## src/rtl/scroll_pkg.sv

```systemverilog
// Shared types and constants for the scrolling 7-segment display controller.
package scroll_pkg;

    typedef enum logic [1:0] {
        IDLE   = 2'd0,
        RUN    = 2'd1,
        PAUSED = 2'd2
    } state_t;

    // Active-high segment patterns {g,f,e,d,c,b,a}, entry 15 first.
    localparam logic [15:0][6:0] SEG_TABLE = {
        7'h71, 7'h79, 7'h5E, 7'h39, 7'h7C, 7'h77, 7'h6F, 7'h7F,
        7'h07, 7'h7D, 7'h6D, 7'h66, 7'h4F, 7'h5B, 7'h06, 7'h3F
    };

    localparam logic [6:0] SEG_BLANK = 7'h00;

endpackage

```

## src/rtl/hex_to_seg7.sv

```systemverilog
// Combinational hex nibble to active-high 7-segment decoder.
module hex_to_seg7
    import scroll_pkg::*;
(
    input  logic [3:0] nibble,
    output logic [6:0] seg
);

    assign seg = SEG_TABLE[nibble];

endmodule

```

## src/rtl/scroll_display_ctrl.sv

```systemverilog
// Scrolling multi-digit 7-segment controller over a nibble message buffer.
// Define SCROLL_BLINK_EN to blink the window while paused.
module scroll_display_ctrl
    import scroll_pkg::*;
#(
    parameter int NUM_DIGITS     = 4,
    parameter int MSG_DEPTH      = 16,
    parameter int TICK_DIV       = 50000000,
    parameter int SEG_ACTIVE_LOW = 1,
    localparam int AW            = $clog2(MSG_DEPTH),
    localparam int TW            = $clog2(TICK_DIV),
    localparam int SEG_W         = 7 * NUM_DIGITS
) (
    input  logic             clk,
    input  logic             rst,
    input  logic             wr_en,
    input  logic [AW-1:0]    wr_addr,
    input  logic [3:0]       wr_data,
    input  logic [AW:0]      msg_len,
    input  logic             start,
    input  logic             stop,
    input  logic             pause,
    input  logic             dir,
    output logic [SEG_W-1:0] seg_out,
    output logic [AW-1:0]    pos,
    output logic             busy
);

    localparam logic [TW-1:0]    TICK_LAST = TW'(TICK_DIV - 1);
    localparam logic [AW:0]      LEN_MAX   = (AW + 1)'(MSG_DEPTH);
    localparam logic             INV       = (SEG_ACTIVE_LOW != 0);
    localparam logic [SEG_W-1:0] BLANK_OUT = {NUM_DIGITS{SEG_BLANK}} ^ {SEG_W{INV}};

    state_t            state, state_next;
    logic [TW-1:0]     tick_q, tick_d;
    logic [AW-1:0]     pos_q, pos_d;
    logic [AW:0]       len_q, len_d;
    logic [AW:0]       last;
    logic              pos_is_last;
    logic              hide;
    logic [3:0]        msg_buf [MSG_DEPTH];
    logic [SEG_W-1:0]  window;
    logic [SEG_W-1:0]  seg_q;

    assign last        = len_q - 1'b1;
    assign pos_is_last = ({1'b0, pos_q} == last);

    always_comb begin
        state_next = state;
        tick_d     = tick_q;
        pos_d      = pos_q;
        len_d      = len_q;
        // A start with an empty message is treated exactly like stop.
        if (stop || (start && msg_len == '0)) begin
            state_next = IDLE;
            tick_d     = '0;
            pos_d      = '0;
        end else if (start) begin
            len_d      = (msg_len > LEN_MAX) ? LEN_MAX : msg_len;
            tick_d     = '0;
            pos_d      = '0;
            state_next = (state != IDLE && pause) ? PAUSED : RUN;
        end else begin
            case (state)
                RUN: begin
                    if (tick_q == TICK_LAST) begin
                        tick_d = '0;
                        if (dir) pos_d = (pos_q == '0) ? last[AW-1:0] : pos_q - 1'b1;
                        else     pos_d = pos_is_last ? '0 : pos_q + 1'b1;
                    end else begin
                        tick_d = tick_q + 1'b1;
                    end
                    if (pause) state_next = PAUSED;
                end
                PAUSED:  if (!pause) state_next = RUN;
                IDLE:    state_next = IDLE;
                default: state_next = IDLE;
            endcase
        end
    end

    always_ff @(posedge clk) begin
        if (rst) begin
            state  <= IDLE;
            tick_q <= '0;
            pos_q  <= '0;
            len_q  <= '0;
        end else begin
            state  <= state_next;
            tick_q <= tick_d;
            pos_q  <= pos_d;
            len_q  <= len_d;
        end
    end

    always_ff @(posedge clk) begin
        if (rst) begin
            for (int i = 0; i < MSG_DEPTH; i++) msg_buf[i] <= '0;
        end else if (wr_en) begin
            msg_buf[wr_addr] <= wr_data;
        end
    end

    // Digit indices walk forward from pos and wrap at len, so no divider is needed.
    logic [AW:0] idx     [NUM_DIGITS];
    logic [6:0]  dig_seg [NUM_DIGITS];

    for (genvar g = 0; g < NUM_DIGITS; g++) begin : g_digit
        if (g == 0) begin : g_first
            assign idx[g] = {1'b0, pos_q};
        end else begin : g_next
            assign idx[g] = (idx[g-1] == last) ? '0 : idx[g-1] + 1'b1;
        end
        hex_to_seg7 u_dec (
            .nibble (msg_buf[idx[g][AW-1:0]]),
            .seg    (dig_seg[g])
        );
        assign window[7*(NUM_DIGITS-1-g) +: 7] = dig_seg[g];
    end

`ifdef SCROLL_BLINK_EN
    logic [TW-1:0] blink_cnt;
    logic          blink_off;

    always_ff @(posedge clk) begin
        if (rst || state != PAUSED) begin
            blink_cnt <= '0;
            blink_off <= 1'b0;
        end else if (blink_cnt == TICK_LAST) begin
            blink_cnt <= '0;
            blink_off <= ~blink_off;
        end else begin
            blink_cnt <= blink_cnt + 1'b1;
        end
    end

    assign hide = (state == IDLE) || (state_next == IDLE) || (state == PAUSED && blink_off);
`else
    assign hide = (state == IDLE) || (state_next == IDLE);
`endif

    always_ff @(posedge clk) begin
        if (rst) seg_q <= BLANK_OUT;
        else     seg_q <= (hide ? {NUM_DIGITS{SEG_BLANK}} : window) ^ {SEG_W{INV}};
    end

    assign seg_out = seg_q;
    assign pos     = pos_q;
    assign busy    = (state != IDLE);

endmodule
```

## config.mk

```make
export PLATFORM = sky130hd
export DESIGN_NAME = scroll_display_ctrl
export DESIGN_NICKNAME = d
export VERILOG_FILES = /design/src/rtl/scroll_pkg.sv /design/src/rtl/hex_to_seg7.sv /design/src/rtl/scroll_display_ctrl.sv
export SDC_FILE = /design/constraint.sdc
export NUM_CORES = 1
export LEC_CHECK = 0
export ABC_AREA = 1
export CORE_UTILIZATION = 30
export CTS_CLUSTER_SIZE = 40
export DETAILED_ROUTE_END_ITERATION = 8
export PLACE_DENSITY = 0.42
export SLEW_MARGIN = 20
export SYNTH_ARGS = -nofsm -noshare
export SYNTH_HDL_FRONTEND = slang
export SYNTH_SLANG_ARGS = --single-unit
```

## constraint.sdc

```tcl
create_clock -name clk -period 6.05 [get_ports clk]
set_input_delay 0.9075 -clock clk [delete_from_list [all_inputs] [get_ports clk]]
set_output_delay 0.9075 -clock clk [all_outputs]
set_load 0.02 [all_outputs]
```

==> impl_metrics.json <==
{
  "pwr_density_cell_mw_per_mm2": 223.1,
  "dp_cells": 1661,
  "syn_inst": 1271,
  "clk_pin_slew_worst_paths_ns": 0.07,
  "crit_path_start_kind": "register",
  "drive_gt1_share_pct": 7.105,
  "end_kind": "register",
  "numClockSinks": 133,
  "grtUsageTotal_pct": 19.85,
  "finalPower_mw": 2.308,
  "hold_viol_final": 0,
  "ys_ff_latch": 133,
  "antenna_found_initial": 0,
  "syn_nets": 1323,
  "syn_area_mm2": 0.008960,
  "start_util_pct": 30.88,
  "grt_max_degree": 65,
  "cts_setup_buffers": 0,
  "grt-ovfl-total": 0,
  "fillCellCount": 3165,
  "die_x_um": 174.8,
  "io_pins": 53,
  "dieArea_mm2": 0.03056,
  "max_freq_mhz": 180.6,
  "finalNetCount": 1348,
  "drt_iter0_drc": 845,
  "cp.required_ns": 6.36,
  "slew_headroom_pct": 42.61,
  "power.leakage_nw": 4.173,
  "vdd_ir_drop_max_mv": 0.1645,
  "crit_slowest_cell": "dfxtp_1",
  "vias": 8671,
  "final_common_cell": "nand2_1",
  "first_pass_iters": 5,
  "synth_edf_count": 64,
  "finalCriticalPeriod_ns": 5.536,
  "drv_slew": 0,
  "yosys.cell_types.count": 44,
  "met2_usage_pct": 29.86,
  "gr-usage-met3_pct": 3.133,
  "drv_cap": 0,
  "met1_usage_pct": 29.00,
  "hold_class": "reg -> reg",
  "worst_slack_ns": 0.5135,
  "busiest_layer": "met2",
  "detailed_place_hpwl_um": 22520,
  "tightest_slew_ns": 0.8569,
  "clk_latency_ns": 0.43,
  "ys.flop_type": "dfxtp_1",
  "postCtsResizedCells": 0,
  "finalSetupViolCount": 0,
  "areaGrowthSynthToFinish_pct": 15.45,
  "synthArstFlopShare_pct": 0,
  "drc": 0,
  "grt_setup_unrepaired": "no",
  "skew_ns": 0.01328,
  "cts_root_buf": "clkbuf_16",
  "die_h_um": 174.8,
  "path_max_fanout": 38,
  "slowest_delay_ns": 0.70,
  "coreArea_mm2": 0.02901,
  "cts_hold_buf": 0,
  "most-common-layout-cells": "nand2_1 (262), nor2_1 (153), inv_1 (148)",
  "antennaDiodeCount": 0,
  "path_class": "reg -> reg",
  "place_congestion": 0.9158,
  "avgSynthCellArea_um2": 7.049,
  "io_buffers": 52,
  "vias_per_cell": 5.122,
  "drtAntennaViolNets": 0,
  "cpMostUsedCell": "nand2_1",
  "yosysSeqAreaShare_pct": 36.87,
  "cts_buffers": 17,
  "post-place-ws_ns": 0.5923,
  "status": "finished, final reports clean",
  "wl_um": 30080,
  "grt_pass1_vias": 8031,
  "cp.arrival_ns": 5.84,
  "wl_per_cell_um": 17.77,
  "fin_crit_sh_pct": 91.51,
  "synth_warnings": 0,
  "grt_pass1_wl_um": 46490,
  "clockBufferDepth": 2,
  "ctsHtreeMaxLevel": 4,
  "num_rows": 62,
  "layoutNonFillerInstCount": 1693,
  "holdWs_ns": 0.4869,
  "fin_tns_setup_ns": 0,
  "cts_tree": "built"
}
==> metrics by stage <==
step	instance area (um^2)	utilization [%]
3_5_place_dp	9759	33.64
3_3_place_gp	9759	33.64
2_1_floorplan	8960	-
5_1_grt	10340	35.65
4_1_cts	10340	35.65
6_report	10340	35.65
==> critical path, delay by kind of cell, from the launching register on <==
kind / cells / cell delay, ns
fa+ha+maj: 2 / 0.55
buf+inv: 5 / 1.00
simple gates: 22 / 2.98
xor+xnor: 1 / 0.16
flops: 1 / 0.70
==> layer usage <==
metal  share of wire (%)  vias to the layer above
met1                  49                     3981
met3                 6.1                       42
met2                  43                      302
met4                 1.8                        0
li1                    -                     4346
met5                   0                        -
==> cells in the mapped netlist, types with 3 or more instances <==
master | number | area share, %
a21oi_1 | 68 | 3.8
dfxtp_1 | 69 | 15
nor2_1 | 153 | 6.4
o211ai_1 | 39 | 3.3
buf_4 | 4 | 0.34
nand2_4 | 5 | 0.63
nand3_1 | 128 | 7.1
xor2_1 | 5 | 0.49
nor4_1 | 4 | 0.28
or2_2 | 3 | 0.21
buf_2 | 9 | 0.50
inv_2 | 16 | 0.67
o21ai_1 | 12 | 0.67
edfxtp_1 | 64 | 21
ha_1 | 32 | 4.5
clkbuf_1 | 35 | 1.5
nand4_1 | 11 | 0.77
nand3_2 | 5 | 0.56
nor2_2 | 3 | 0.21
inv_1 | 148 | 6.2
a221oi_1 | 7 | 0.68
a211oi_1 | 5 | 0.42
nand2_1 | 262 | 11
nand2_2 | 16 | 1.1
o311ai_0 | 4 | 0.39
nor3_1 | 18 | 1.0
o221ai_1 | 24 | 2.3
buf_6 | 4 | 0.50
o21ai_0 | 91 | 5.1
a31oi_1 | 6 | 0.42
==> where the power goes <==
group          internal (mW)  leakage (nW)  switching [mW]
logic                 0.0736          2.71           0.153
registers              0.973          1.17          0.0366
clock network          0.571         0.292           0.500
==> final cells by class <==
class / count / area (um^2) / share of cell area [%]
multi-input cells: 919 / 4778 / 46.20
well taps: 384 / 480.5 / 4.645
repair buffers: 59 / 573.1 / 5.540
clock inverters: 14 / 133.9 / 1.294
clock buffers: 18 / 450.4 / 4.355
inverters: 166 / 623.1 / 6.024
flip-flops and latches: 133 / 3304 / 31.95
==> kinds of logic after synthesis <==
logic type                 after synthesis  synth area share [%]
and+or+nand+nor                        615                 30.19
AOI/OAI and AO/OA                      266                 18.00
buffers and inverters                  219                 9.803
DFF                                    133                 36.87
adders and majority gates               32                 4.469
xor gates and xnor gates                 6                0.6703
==> worst paths after layout <==
path | start | to | slack (ns) | cells after the start
min reg2reg | tick_q[1] | tick_q[1] | 0.49 | 2
min | tick_q[1] | tick_q[1] | 0.49 | 2
max | pos[0] | seg_out[0] | 0.51 | 30
max reg2reg | pos[0] | seg_out[0] | 0.51 | 30
==> sequential cells by signal, indices dropped and copies added (netlist names), named ones only <==
register and count:
msg_buf 64, seg_out 28, tick_q 26, len_q 5, pos 4, state 2
No activity file was read; power rests on OpenSTA's default activity.
